<file path="config.mk">
export PLATFORM = sky130hd
export DESIGN_NAME = ram_arbiter
export DESIGN_NICKNAME = d
export VERILOG_FILES = /design/src/rtl/ram_arb_pkg.sv /design/src/rtl/ram_arb_port_sel.sv /design/src/rtl/ram_arbiter.sv
export SDC_FILE = /design/constraint.sdc
export NUM_CORES = 1
export LEC_CHECK = 0
export BUFFER_PORTS_ARGS = -buffer_cell sky130_fd_sc_hd__buf_2
export CELL_PAD_IN_SITES_DETAIL_PLACEMENT = 0
export CELL_PAD_IN_SITES_GLOBAL_PLACEMENT = 1
export CORE_MARGIN = 8
export CORE_UTILIZATION = 21
export CTS_CLUSTER_DIAMETER = 30
export DETAILED_ROUTE_END_ITERATION = 7
export GPL_TIMING_DRIVEN = 0
export PLACE_DENSITY = 0.8
export SYNTH_ARGS = -nofsm -noshare
export SYNTH_HDL_FRONTEND = slang
export SYNTH_SLANG_ARGS = --single-unit
</file>
<file path="constraint.sdc">
create_clock -name clk -period 1.6 [get_ports clk]
set_input_delay 0.16 -clock clk [delete_from_list [all_inputs] [get_ports clk]]
set_output_delay 0.16 -clock clk [all_outputs]
set_load 0.03 [all_outputs]
</file>
<file path="src/rtl/ram_arb_pkg.sv">
// Shared defaults and requester identifiers for the dual-port RAM arbiter.
// Holds the single tie-break rule that is used by both port selectors.
package ram_arb_pkg;

    localparam int DEF_ADDR_W   = 13;
    localparam int DEF_DATA_W   = 8;
    localparam int DEF_MAX_WAIT = 4;

    typedef enum logic {
        REQ_CPU = 1'b0,
        REQ_AUX = 1'b1
    } req_id_t;

    // The CPU wins a collision unless the aux requester has waited its limit.
    function automatic req_id_t pick_winner(input logic want0, input logic want1,
                                            input logic aux_prio);
        if (want1 && (!want0 || aux_prio))
            return REQ_AUX;
        return REQ_CPU;
    endfunction

endpackage

</file>
<file path="src/rtl/ram_arb_port_sel.sv">
// 2:1 selector for one RAM port: picks a winner and forwards its address.
// The enable, the address and the grants are all zero when blocked or idle.
module ram_arb_port_sel
    import ram_arb_pkg::*;
#(
    parameter int ADDR_W = DEF_ADDR_W
) (
    input  logic              block,
    input  logic              want0,
    input  logic              want1,
    input  logic              aux_prio,
    input  logic [ADDR_W-1:0] addr0,
    input  logic [ADDR_W-1:0] addr1,
    output logic              gnt0,
    output logic              gnt1,
    output logic              ce,
    output logic [ADDR_W-1:0] addr,
    output req_id_t           owner
);

    always_comb begin
        gnt0  = 1'b0;
        gnt1  = 1'b0;
        ce    = 1'b0;
        addr  = '0;
        owner = REQ_CPU;
        if (!block && (want0 || want1)) begin
            owner = pick_winner(want0, want1, aux_prio);
            ce    = 1'b1;
            if (owner == REQ_AUX) begin
                gnt1 = 1'b1;
                addr = addr1;
            end else begin
                gnt0 = 1'b1;
                addr = addr0;
            end
        end
    end

endmodule

</file>
<file path="src/rtl/ram_arbiter.sv">
// Two-requester arbiter in front of a dual-port RAM (port A write, port B read).
// Each port is arbitrated independently; requester 1 gets an anti-starvation boost.
module ram_arbiter
    import ram_arb_pkg::*;
#(
    parameter int ADDR_W   = DEF_ADDR_W,
    parameter int DATA_W   = DEF_DATA_W,
    parameter int MAX_WAIT = DEF_MAX_WAIT
) (
    input  logic              clk,
    input  logic              rst,
    input  logic              m0_req,
    input  logic              m0_we,
    input  logic [ADDR_W-1:0] m0_addr,
    input  logic [DATA_W-1:0] m0_wdata,
    input  logic              m1_req,
    input  logic              m1_we,
    input  logic [ADDR_W-1:0] m1_addr,
    input  logic [DATA_W-1:0] m1_wdata,
    output logic              m0_gnt,
    output logic              m1_gnt,
    output logic              m0_rvalid,
    output logic              m1_rvalid,
    output logic [DATA_W-1:0] m0_rdata,
    output logic [DATA_W-1:0] m1_rdata,
    output logic              cea,
    output logic [ADDR_W-1:0] ada,
    output logic [DATA_W-1:0] din,
    output logic              ceb,
    output logic [ADDR_W-1:0] adb,
    input  logic [DATA_W-1:0] dout
);

    localparam int WAIT_W = $clog2(MAX_WAIT + 1);
    localparam logic [WAIT_W-1:0] WAIT_MAX = WAIT_W'(MAX_WAIT);

    logic [WAIT_W-1:0] wait_reg, wait_next;
    logic              rvalid_reg, rvalid_next;
    req_id_t           owner_reg, owner_next;
    logic              aux_prio;

    // Index 0 is the write port (A), index 1 the read port (B).
    logic [1:0]        want0, want1, sel_gnt0, sel_gnt1, sel_ce;
    logic [ADDR_W-1:0] sel_addr [2];
    req_id_t           sel_owner [2];

    assign aux_prio = (wait_reg == WAIT_MAX);

    genvar gi;
    generate
        for (gi = 0; gi < 2; gi++) begin : g_port
            assign want0[gi] = m0_req && (m0_we == (gi == 0));
            assign want1[gi] = m1_req && (m1_we == (gi == 0));

            ram_arb_port_sel #(
                .ADDR_W (ADDR_W)
            ) u_sel (
                .block    (rst),
                .want0    (want0[gi]),
                .want1    (want1[gi]),
                .aux_prio (aux_prio),
                .addr0    (m0_addr),
                .addr1    (m1_addr),
                .gnt0     (sel_gnt0[gi]),
                .gnt1     (sel_gnt1[gi]),
                .ce       (sel_ce[gi]),
                .addr     (sel_addr[gi]),
                .owner    (sel_owner[gi])
            );
        end
    endgenerate

    assign m0_gnt = |sel_gnt0;
    assign m1_gnt = |sel_gnt1;
    assign cea    = sel_ce[0];
    assign ada    = sel_addr[0];
    assign ceb    = sel_ce[1];
    assign adb    = sel_addr[1];

    always_comb begin
        din = '0;
        if (cea)
            din = (sel_owner[0] == REQ_AUX) ? m1_wdata : m0_wdata;
    end

    always_comb begin
        wait_next = wait_reg;
        if (!m1_req || m1_gnt)
            wait_next = '0;
        else if (wait_reg != WAIT_MAX)
            wait_next = wait_reg + 1'b1;
    end

    assign rvalid_next = ceb;
    assign owner_next  = sel_owner[1];

    always_ff @(posedge clk) begin
        if (rst) begin
            wait_reg   <= '0;
            rvalid_reg <= 1'b0;
            owner_reg  <= REQ_CPU;
        end else begin
            wait_reg   <= wait_next;
            rvalid_reg <= rvalid_next;
            owner_reg  <= owner_next;
        end
    end

    // Gated by rst so a read granted just before reset never reports data.
    assign m0_rvalid = rvalid_reg && !rst && (owner_reg == REQ_CPU);
    assign m1_rvalid = rvalid_reg && !rst && (owner_reg == REQ_AUX);
    assign m0_rdata  = dout;
    assign m1_rdata  = dout;

endmodule

</file>
Word-level counts from Yosys, hierarchy flattened
Index checks and enable logic that the tools add are counted.
{ "op_classes": {"bitwise_logic": 4, "muxes": 27, "addsub": 1, "n_reduce_logical": 24, "eq_ne": 2} }
{ "ops": {"columns": ["op", "n"], "rows": [
  ["$mux 13", 4],
  ["$mux 1", 21],
  ["$mux 8", 2],
  ["$logic_and 1x1->1", 11],
  ["$reduce_or 2->1", 4],
  ["$logic_or 1x1->1", 5],
  ["$logic_not 1->1", 4],
  ["$not 1->1", 4],
  ["$add 3x1->3 const B", 1],
  ["$eq 3x3->1 const B", 1],
  ["$ne 3x3->1 const B", 1]
]} }
{ "word_totals": {"inputBits": 56, "register_bits": 5, "wordCells": 61} }

Depth between registers and ports, before layout
Gate-level depths: netlist of the first run.
{ "logic_depth": {"word_depth": 14, "ltp_mapped": 7, "depth_no_buf": 5} }

Modules after synthesis
Synthesis of the first run repeated with hierarchy kept, for this count alone.
{ "hier_totals": {"hier_cells": 169, "hier_area_um2": 1562.7} }
{ "by_module_without_submodules": {"columns": ["module", "instances", "area_each_um2", "cells_each", "seq_area_each_um2"], "rows": [
  ["ram_arb_port_sel", 2, 514.2, 53, 0.0],
  ["ram_arbiter", 1, 534.3, 63, 100.1]
]} }

Least setup slack after synthesis of the first run
OpenSTA, ideal clock, no wires.
{ "synth_timing": {"path_kind": "reg2out", "from": "register wait_reg[0]", "to": "output m0_gnt", "path_stages_with_launch": 7, "arrival_time_ns": 1.885, "path_buffers": 2, "setup_slack_ns": -0.445, "path_cell_list": "dfxtp_1 -> inv_1 -> ha_1 -> and2_4 -> buf_6 -> buf_2 -> a311oi_1"} }
{ "synth_between": {"elab_chain_len": 10, "word_cells_on_any_way": 18, "classes_between": "1 x eq/ne; 12 x mux; 5 x reduce/logical"} }
{ "synth_rtl": {"columns": ["element", "line", "rtl"], "rows": [
  ["start: declaration", "ram_arbiter.sv:37", "logic [WAIT_W-1:0] wait_reg, wait_next;"],
  ["start signal: assignment", "ram_arbiter.sv:103", "wait_reg <= wait_next;"],
  ["$eq 3x3->1 (*)", "ram_arbiter.sv:47", "assign aux_prio = (wait_reg == WAIT_MAX);"],
  ["$logic_or 1x1->1", "ram_arb_pkg.sv:17", "if (want1 && (!want0 || aux_prio))"],
  ["$logic_and 1x1->1", "ram_arb_pkg.sv:17", null],
  ["$mux 1", "ram_arb_pkg.sv:17", null],
  ["$mux 1", "ram_arb_port_sel.sv:27", "if (!block && (want0 || want1)) begin"],
  ["$mux 1", "ram_arb_pkg.sv:19", "return REQ_CPU;"],
  ["$mux 1", "ram_arb_port_sel.sv:27", null],
  ["$mux 1", "ram_arb_port_sel.sv:30", "if (owner == REQ_AUX) begin"],
  ["$mux 1", "ram_arb_port_sel.sv:27", null],
  ["$reduce_or 2->1 (*)", "ram_arbiter.sv:73", "assign m0_gnt = |sel_gnt0;"],
  ["end: declaration", "ram_arbiter.sv:20", "output logic m0_gnt,"]
]} }
Every way passes the cells marked *; elsewhere a longest branch is shown, timed or not. The select of a mux whose other input is x is not followed.

Worst setup path after layout of the first run
{ "layout_timing": {"from": "register wait_reg[0]", "to": "output adb[8]"} }
{ "layout_between": {"elab_chain_len": 9} }
{ "layout_rtl": {"columns": ["element", "line", "rtl"], "rows": [
  ["$eq 3x3->1", "ram_arbiter.sv:47", null],
  ["$logic_or 1x1->1", "ram_arb_pkg.sv:17", null],
  ["$logic_and 1x1->1", "ram_arb_pkg.sv:17", null],
  ["$mux 1", "ram_arb_pkg.sv:17", null],
  ["$mux 1", "ram_arb_port_sel.sv:27", null],
  ["$mux 1", "ram_arb_pkg.sv:19", null],
  ["$mux 1", "ram_arb_port_sel.sv:27", null],
  ["$mux 13", "ram_arb_port_sel.sv:30", null],
  ["$mux 13", "ram_arb_port_sel.sv:27", null],
  ["end: declaration", "ram_arbiter.sv:30", "output logic [ADDR_W-1:0] adb,"]
]} }
No other way between the ends. The select of a mux whose other input is x is not followed.

==> results of run 1 <==
-- area by class of cell --
| type | instances | area (µm²) | area share |
|---|---|---|---|
| Buffer | 32 | 267 | 0.104 |
| Clock buffer | 4 | 45.0 | 0.0177 |
| Inverter | 17 | 63.8 | 0.0250 |
| Multi-Input combinational cell | 109 | 1150 | 0.451 |
| Sequential cell | 5 | 103 | 0.0402 |
| Tap cell | 72 | 90.1 | 0.0353 |
| Timing Repair Buffer | 121 | 833 | 0.327 |
-- stage by stage --
step | power, mW | instance area, µm² | TNS [ns] | cells | setup slack, ns
2_1_floorplan | 0.502 | 1360 | -1.29 | 164 | -0.224
3_3_place_gp | 0.673 | 1960 | -11.60 | 339 | -0.507
3_5_place_dp | 0.677 | 1960 | -11.45 | 339 | -0.516
4_1_cts | 1.02 | 2470 | -6.25 | 355 | -0.237
5_1_grt | 1.08 | 2550 | -9.18 | 360 | -0.315
6_report | 1.03 | 2550 | -7.03 | 360 | -0.267
-- kinds of logic (layout without fill, tap and decap cells) --
| kind of cell | count (synthesis) | count (layout) | share of synthesized area |
|---|---|---|---|
| flops | 5 | 5 | 0.0869 |
| fa+ha+maj | 2 | 2 | 0.0217 |
| simple gates | 39 | 39 | 0.188 |
| mux | 1 | 1 | 0.00869 |
| buf+inv | 50 | 174 | 0.228 |
| compound gates | 65 | 65 | 0.452 |
| xor+xnor | 2 | 2 | 0.0152 |
-- how the worst min path moves through the flow --
stage | end | slack, ns | cells past startpoint
floorplan | rvalid_reg$_SDFF_PP0_ | 0.37 | 2
global placement | wait_reg[1]$_SDFFE_PP0P_ | 0.46 | 2
detailed placement | wait_reg[1]$_SDFFE_PP0P_ | 0.47 | 2
CTS | wait_reg[0]$_SDFFE_PP0P_ | 0.36 | 4
global route | wait_reg[1]$_SDFFE_PP0P_ | 0.38 | 4
finish | wait_reg[1]$_SDFFE_PP0P_ | 0.36 | 4
-- timing repair --
action,in CTS,in global routing
endpoints found under the hold margin,0,0
resized for setup,100,16
setup endpoints to repair,41,42
cloned,2,0
pin swaps,15,10
buffers inserted,11,5
-- placed cells by master (no fill, tap or decap), drive strengths merged --
| cell | n |
|---|---|
| inv | 16 |
| buf | 144 |
| ha | 2 |
| clkbuf | 13 |
| o2111ai | 12 |
| nand2b | 15 |
| or4b | 1 |
| a21oi | 7 |
| o32ai | 13 |
| a31oi | 1 |
| a311oi | 1 |
| nor2 | 4 |
| nand2 | 13 |
| xnor2 | 2 |
| a31o | 12 |
| nor3b | 1 |
| and2 | 3 |
| nor3 | 1 |
| dfxtp | 5 |
| and3 | 1 |
| a211oi | 12 |
| clkinv | 1 |
| mux2i | 1 |
| o211ai | 5 |
| o21bai | 2 |
-- power by group through the flow --
stage	Clock (mW)	Combinational, mW	Sequential [mW]
after detailed placement	0	0.544	0.132
after CTS	0.239	0.646	0.131
final	0.237	0.660	0.131
after floorplan	0	0.370	0.132
after global placement	0	0.541	0.132
after global routing	0.251	0.699	0.131
-- layer usage --
layer	vias to the layer above	part of all wire	track usage	wire, µm
met5	-	0	0	0
met4	0	0.014	0.0319	86
met3	9	0.055	0.0374	335
met2	67	0.50	0.255	3070
met1	847	0.43	0.167	2640
li1	858	-	-	-
-- worst min-delay path: cells and delay by family --
| kind | cells | cell delay (ns) |
|---|---|---|
| compound gates | 1 | 0.03 |
| buf+inv | 2 | 0.21 |
| simple gates | 1 | 0.15 |
==> qor.yml, run 1 <==
status: "finished with violations"
violations: "negative setup slack"
nFillCells: 555
cts_made_buffers: 3
io_pins: 112
wire_per_inst_um: 17.0
place.gp.congestion: 0.775
pwr-share-comb: 0.642
grt_max_degree: 11
grtUsageTotal: 0.144
synth_seq_cells: 5
hold_viol: 0
critPathLaunchType: "flop"
die_w_um: 90.1
switching_power_uw: 448
vdd_ir_drop_max_mv: 0.211
layout.nets: 347
p_seq_frac: 0.127
cellLeakagePower_nw: 1.14
powerDensity_nw_per_um2: 403
numClockSinks: 5
setup_ws_ns: -0.267
dr.pass1.iters: 4
synthTopCellsByCount: "buf_4 (16), inv_1 (16), nand2b_1 (15)"
drt_iter0_drc: 110
crit_path_frequent_cell: "buf_6"
path_depth: 8
cpPeakStageDelay_ns: 0.31
viasPerCell: 4.95
post-route-util: 0.472
rsz0062_at_grt: "true"
ys.flop_type: "dfxtp_1"
r2r_slack_ns: -0.08
yosysUniqueCellTypes: 29
reg2reg_to: "wait_reg[1]$_SDFFE_PP0P_"
path_class: "reg -> out"
synth_warnings: 0
antenna_found_initial: 0
overflow: 0
relSlewSlack: 0.513
min_period_ns: 1.87
grt_pass1_wl_um: 9800
async_flop_share: 0
drcViolationCount: 0
synth_edf_count: 0
hpwl_um: 4430
cts_buffer_depth: 2
rows: 27
grt_pass1_vias: 1961
cts_tree: "yes"
required_ns: 1.44
synth_top_area_cell: "buf_4"
max_freq_mhz: 536
drv_cap: 0
critPathBufInv: 4
clock_latency_ns: 0.22
cp.arrival_ns: 1.71
worstPathCellList: "inv_2, ha_4, and2_4, o21bai_4, buf_6, buf_12, o32ai_4, buf_6"
synth_cells: 164
reg2regPathDepth: 7
syn_area_um2: 1150
synth_top_cell_area_share: 0.104
antenna_cells: 0
r2r_start: "wait_reg[0]$_SDFFE_PP0P_"
worst_slew_pin_slew_ns: 0.731
routed_wl_um: 6130
final_antenna_net_count: 0
critPathMaxFanout: 5
hp-start: "m0_req"
die_h_um: 90.1
syn_to_final_growth_pct: 121
cts_root_buffer: "clkbuf_8"
crit_path_start: "wait_reg[0]$_SDFFE_PP0P_"
core_um2: 5410
internal_power_uw: 579
start_util: 0.213
sw_frac_of_total: 0.436
clkPwrFrac: 0.231
worst_hold_path_type: "in -> reg"
drive_gt1_frac: 0.729
syn_area_per_cell_um2: 7.03
slowest_stage: "dfxtp_2"
hold-worst-slack_ns: 0.364
cts_hold_buf: 0
largest_reg_flops: 3
cp_top_family: "buffers and inverters"
setup.worst_path.end_class: "primary output"
clock_skew_ns: 0.000698
ys_top_cells_by_area: "buf_4 (10%), o32ai_1 (9.9%), a31o_2 (9.1%), o2111ai_1 (9.1%), dfxtp_1 (8.7%)"
setup_violations: 38
crit_path_end: "adb[8]"
htreeDepth: 1
clk_pin_slew_ns: 0.04
final_max_slew_viol_count: 0
portBuffers: 103
syn_nets: 222
ys_seq_area_frac: 0.0869
num_vias: 1781
dieArea_um2: 8110
finalCritPeriodShare: 1.17
(Power assumes the default switching activity.)
==> run 2: changes to the inputs <==
--- a/config.mk
+++ b/config.mk
@@ -5,15 +5,16 @@
 export SDC_FILE = /design/constraint.sdc
 export NUM_CORES = 1
 export LEC_CHECK = 0
+export ABC_AREA = 1
 export BUFFER_PORTS_ARGS = -buffer_cell sky130_fd_sc_hd__buf_2
 export CELL_PAD_IN_SITES_DETAIL_PLACEMENT = 0
 export CELL_PAD_IN_SITES_GLOBAL_PLACEMENT = 1
 export CORE_MARGIN = 8
-export CORE_UTILIZATION = 21
+export CORE_UTILIZATION = 18
 export CTS_CLUSTER_DIAMETER = 30
 export DETAILED_ROUTE_END_ITERATION = 7
 export GPL_TIMING_DRIVEN = 0
-export PLACE_DENSITY = 0.8
+export PLACE_DENSITY = 0.78
 export SYNTH_ARGS = -nofsm -noshare
 export SYNTH_HDL_FRONTEND = slang
 export SYNTH_SLANG_ARGS = --single-unit
==> run 2 against run 1 <==
  * The flow still finishes with violations (negative setup slack)
  * Die area up 3.1%
  * First-iteration DRC count down 74%
  * Worst setup slack better by 0.17 ns
  * Global-route usage down 2.6 points
  * Clock skew about the same
  * Flip-flop and latch count unchanged
  * Highest routed layer unchanged
  * Synthesized cell count up 7.3%
  * Sequential power about the same
  * Final cell count up 3.1%
  * Fmax up 9.7%
  * Register-to-register slack better by 0.39 ns
  * Design area down 8.3%
==> qor.yml, run 2 <==
status: "finished with violations"
violations: "negative setup slack"
largest_reg_flops: 3
whs_path_depth: 2
cts_made_buffers: 3
syn_nets: 234
dpl_cell_area_um2: 1720
die_w_um: 91.5
critPathLaunchType: "flop"
total_power_mw: 1.08
clkPwrFrac: 0.213
ys.flop_type: "dfxtp_1"
final_max_slew_viol_count: 0
clk_pin_slew_ns: 0.03
routed_wl_um: 5080
setup_ws_ns: -0.102
hpwl_um: 3730
dieArea_um2: 8360
yosysUniqueCellTypes: 19
die_h_um: 91.5
switching_power_uw: 472
drt_iter0_drc: 29
place.gp.congestion: 0.746
synth_top_cell_area_share: 0.156
ys_top_cells_by_area: "nand3_1 (16%), buf_4 (14%), inv_1 (13%), o21ai_1 (12%), dfxtp_1 (9.8%)"
layout_commonest_cell: "buf_2"
internal_power_uw: 607
worst_slew_pin_slew_ns: 0.285
pwr-share-comb: 0.663
relSlewSlack: 0.809
synth_cells: 176
drv_cap: 0
worst_hold_path_type: "in -> reg"
setup_violations: 35
powerDensity_nw_per_um2: 461
rows: 27
synth_top_area_cell: "nand3_1"
rsz0062_at_grt: "true"
io_pins: 112
synth-simple-area-share: 0.335
yosys.area_share.adder: 0.0244
required_ns: 1.44
cts_tree: "yes"
nFillCells: 566
htreeDepth: 1
cts_buffer_depth: 2
ys_seq_area_frac: 0.0977
clock_skew_ns: 0.000263
multiInputGateArea_um2: 845
clock_latency_ns: 0.22
syn_area_um2: 1020
wire_per_inst_um: 13.7
design_area_um2: 2340
setup.worst_path.end_class: "primary output"
portBuffers: 103
drive_gt1_frac: 0.722
min_period_ns: 1.70
synth_top_family_by_area: "simple AND/OR/NAND/NOR gates"
layout.nets: 358
cts_root_buffer: "clkbuf_8"
reg2regPathDepth: 8
vdd_ir_drop_max_mv: 0.172
synthTopCellsByCount: "inv_1 (36), nand3_1 (32), nand2_1 (24), o21ai_1 (24), buf_4 (19)"
muxShareOfSynthArea: 0
overflow: 0
path_class: "reg -> out"
synth_compound_area_frac: 0.201
antenna_found_initial: 0
synth_warnings: 0
cts_hold_buf: 0
regArea_um2: 103
grtUsageTotal: 0.118
final_cell_mix: "buf_2 (67), buf_6 (40), inv_1 (32)"
start_util: 0.186
async_flop_share: 0
drcViolationCount: 0
synth_seq_cells: 5
dr.pass1.iters: 4
synth_edf_count: 0
grt_max_degree: 11
syn_area_per_cell_um2: 5.82
finalCritPeriodShare: 1.06
cellLeakagePower_nw: 1.27
synth-xor-area-share: 0.00855
post-route-util: 0.425
cp.arrival_ns: 1.54
numClockSinks: 5
syn_to_final_growth_pct: 128
antenna_cells: 0
core_um2: 5510
critPathMaxFanout: 10
grt_pass1_vias: 1681
hold_viol: 0
grt_pass1_wl_um: 8200
viasPerCell: 4.22
final_antenna_net_count: 0
synth_most_common_cell: "inv_1"
place_ws_ns: -0.221
max_freq_mhz: 588
num_vias: 1566
p_seq_frac: 0.124
sw_frac_of_total: 0.437
-- run 2: cell count changes in the layout (fill, tap and decap cells not counted), moves of 6 or more --
cell       previous run  this run
o21ai_2               0        27
buf_4                49        31
o32ai_4               8         0
nand3_1               0        15
buf_6                21        40
nand3_2               0        16
inv_1                14        32
a211oi_2             10         0
a31o_2               12         0
nand2b_1             15         0
o2111ai_1             6         0
nand2_1              11        17
-- run 2: worst max-delay path: stages, from the launching register on --
cell	delay [ns]
dfxtp_2	0.31
inv_2	0.07
ha_4	0.14
nand2_4	0.07
nand3_4	0.09
nand3_4	0.15
buf_12	0.19
o21ai_2	0.13
buf_6	0.15
-- run 2: layout make-up --
class,count,share of cell area
Clock buffer,4,0.0193
Timing Repair Buffer,120,0.389
Sequential cell,5,0.0439
Buffer,23,0.0872
Inverter,38,0.0610
Multi-Input combinational cell,109,0.361
Tap cell,72,0.0385
-- run 2: cells by family after synthesis --
| group | count (synthesis) |
|---|---|
| buffers and inverters | 62 |
| AND/OR/NAND/NOR | 70 |
| adder cells (fa/ha/maj) | 2 |
| AO/OA/AOI/OAI | 36 |
| flip-flops | 5 |
| XOR/XNOR | 1 |
-- run 2: final timing paths --
| check | from | slack [ns] | to |
|---|---|---|---|
| hold / removal | rst | 0.24 | rvalid_reg$_SDFF_PP0_ |
| hold reg to reg | wait_reg[2]$_SDFFE_PP0P_ | 0.57 | wait_reg[2]$_SDFFE_PP0P_ |
| setup reg to reg | wait_reg[0]$_SDFFE_PP0P_ | 0.31 | wait_reg[0]$_SDFFE_PP0P_ |
| setup / recovery | wait_reg[0]$_SDFFE_PP0P_ | -0.10 | adb[4] |
-- run 2: power groups by stage --
stage	Sequential, mW	Combinational (mW)	Clock [mW]
2_1_floorplan	0.134	0.372	0
3_3_place_gp	0.134	0.551	0
3_5_place_dp	0.134	0.554	0
4_1_cts	0.134	0.705	0.236
5_1_grt	0.134	0.768	0.248
6_report	0.134	0.716	0.230
-- run 2: repair_timing --
action / CTS / global route
setup endpoints to repair: 36 / 36
gates resized for setup: 105 / 22
pin swaps: 5 / 7
setup buffers: 12 / 4
gates cloned: 2 / 0
-- run 2: per-stage QoR --
step / hold WS, ns / TNS (ns) / instances
after floorplan: 0.229 / -0.761 / 176
after global placement: 0.462 / -3.93 / 351
after detailed placement: 0.463 / -3.58 / 351
after CTS: 0.236 / -2.40 / 369
after global routing: 0.250 / -5.27 / 371
final: 0.236 / -2.23 / 371
-- run 2: layer usage --
layer	vias up	track usage	part of all wire
met4	0	0.0368	0.011
met5	-	0	0
li1	785	-	-
met3	4	0.0535	0.12
met1	692	0.124	0.39
met2	85	0.203	0.48
==> run 3: changes to the inputs <==
--- a/config.mk
+++ b/config.mk
@@ -7,14 +7,11 @@
 export LEC_CHECK = 0
 export ABC_AREA = 1
 export BUFFER_PORTS_ARGS = -buffer_cell sky130_fd_sc_hd__buf_2
-export CELL_PAD_IN_SITES_DETAIL_PLACEMENT = 0
-export CELL_PAD_IN_SITES_GLOBAL_PLACEMENT = 1
 export CORE_MARGIN = 8
-export CORE_UTILIZATION = 18
-export CTS_CLUSTER_DIAMETER = 30
+export CORE_UTILIZATION = 31
 export DETAILED_ROUTE_END_ITERATION = 7
 export GPL_TIMING_DRIVEN = 0
-export PLACE_DENSITY = 0.78
+export PLACE_DENSITY = 0.79
 export SYNTH_ARGS = -nofsm -noshare
 export SYNTH_HDL_FRONTEND = slang
 export SYNTH_SLANG_ARGS = --single-unit
==> run 3 against run 2 <==
  * The run still ends with negative setup slack left
  * Largest power group unchanged
  * Non-clock buffer count decreased by 2
  * Worst hold slack got worse by 0.018 ns
  * Critical path depth did not move
  * Final cell count shrank 7.3%
  * Sequential power about the same
  * Global-route usage is 4.7 points higher
  * Combinational power fell by 0.8%
==> qor.yml, run 3 (synthesis results as in run 2) <==
status: "finished with violations"
violations: "negative setup slack"
worst_slew_pin_slew_ns: 0.244
relSlewSlack: 0.837
overflow: 0
place_ws_ns: -0.178
powerDensity_nw_per_um2: 437
largest_reg_flops: 3
setup.worst_path.end_class: "primary output"
cp_top_family: "buffers and inverters"
place.gp.congestion: 0.738
worstPathCellList: "inv_2, ha_4, nand2_4, nand2_4, nand3_4, buf_12, o21ai_2, buf_6"
rows: 21
drv_cap: 0
min_period_ns: 1.73
htreeDepth: 1
core_um2: 3260
die_w_um: 73.5
grt_max_degree: 11
numClockSinks: 5
dieArea_um2: 5400
viasPerCell: 4.65
io_pins: 112
critPathLaunchType: "flop"
finalCritPeriodShare: 1.08
final_max_slew_viol_count: 0
setup_violations: 35
drt_iter0_drc: 65
vdd_ir_drop_max_mv: 0.212
setup_ws_ns: -0.131
dr.pass1.iters: 4
hold_viol: 0
grt_pass1_wl_um: 7200
cts_buffer_depth: 2
portBuffers: 103
start_util: 0.315
clock_skew_ns: 0.000370
drive_gt1_frac: 0.711
final_antenna_net_count: 0
clock_latency_ns: 0.24
antenna_cells: 0
critPathMaxFanout: 10
cts_made_buffers: 3
post-route-util: 0.699
max_freq_mhz: 578
grtUsageTotal: 0.165
final_cells: 344
hpwl_um: 3430
cellLeakagePower_nw: 1.24
cts_tree: "yes"
crit_path_frequent_cell: "nand2_4"
cts_root_buffer: "clkbuf_4"
layout_commonest_cell: "buf_2"
rsz0062_at_grt: "true"
final_cell_mix: "buf_2 (67), buf_6 (38), buf_4 (32)"
dp_cells: 325
clk_pin_slew_ns: 0.05
slowest_stage: "dfxtp_2"
hold-worst-slack_ns: 0.218
syn_to_final_growth_pct: 122
critPathBufInv: 3
cpPeakStageDelay_ns: 0.32
required_ns: 1.44
path_class: "reg -> out"
drcViolationCount: 0
routed_wl_um: 4890
worst_hold_path_type: "in -> reg"
num_vias: 1600
wire_per_inst_um: 14.2
die_h_um: 73.5
nFillCells: 282
grt_pass1_vias: 1678
cp.arrival_ns: 1.57
layout.nets: 357
antenna_found_initial: 0
run 3: cell count changes in the layout (fill, tap and decap cells not counted), moves of 2 or more:
cell / change
nand3_1: +7
nand2_2: +6
nand3_2: -7
clkbuf_8: -3
o21ai_4: +6
clkbuf_4: +3
nand2_1: -4
o21ai_2: -7
buf_12: -2
buf_6: -2
run 3: repair_timing:
item	CTS	global route
resized for setup	100	29
gates cloned	4	0
hold buffers	0	0
setup buffers	6	5
pin swaps	9	12
endpoints found under the hold margin	0	0
endpoints found under the setup margin	36	36
run 3: stage by stage:
step	instance area, µm²	setup TNS [ns]	power, mW
floorplan	1110	-0.761	0.506
global placement	1690	-2.83	0.676
detailed placement	1690	-2.79	0.681
CTS	2120	-2.80	0.956
global route	2280	-5.80	1.05
finish	2280	-3.48	0.995
run 3: path summary, 6_finish.rpt:
check | startpoint | endpoint | slack, ns | cells past startpoint
max reg2reg | wait_reg[1]$_SDFFE_PP0P_ | wait_reg[2]$_SDFFE_PP0P_ | 0.27 | 9
min reg2reg | wait_reg[2]$_SDFFE_PP0P_ | wait_reg[2]$_SDFFE_PP0P_ | 0.62 | 3
min | rst | rvalid_reg$_SDFF_PP0_ | 0.22 | 2
max | wait_reg[1]$_SDFFE_PP0P_ | ada[10] | -0.13 | 8
run 3: final cells by class:
cell class,instances,area (µm²),share of cell area
timing repair buffer,117,862,0.379
multi-input combinational,110,862,0.379
sequential,5,103,0.0451
tap,46,57.6,0.0253
clock buffer,4,26.3,0.0115
inverter,38,143,0.0626
buffer,24,224,0.0984
run 3: report_power, final:
part	internal [mW]	switching (mW)	leakage, nW	total [mW]
Clock	0.0946	0.0570	0.0150	0.152
Sequential	0.131	0.00249	0.0417	0.133
Combinational	0.299	0.411	1.18	0.710
Total	0.524	0.470	1.24	0.995
run 3: per-layer routing:
layer	global-route usage	up-vias	routed length [µm]
li1	-	788	-
met1	0.160	739	1700
met2	0.304	69	2600
met3	0.0682	4	522
met4	0.0554	0	62
met5	0	-	0
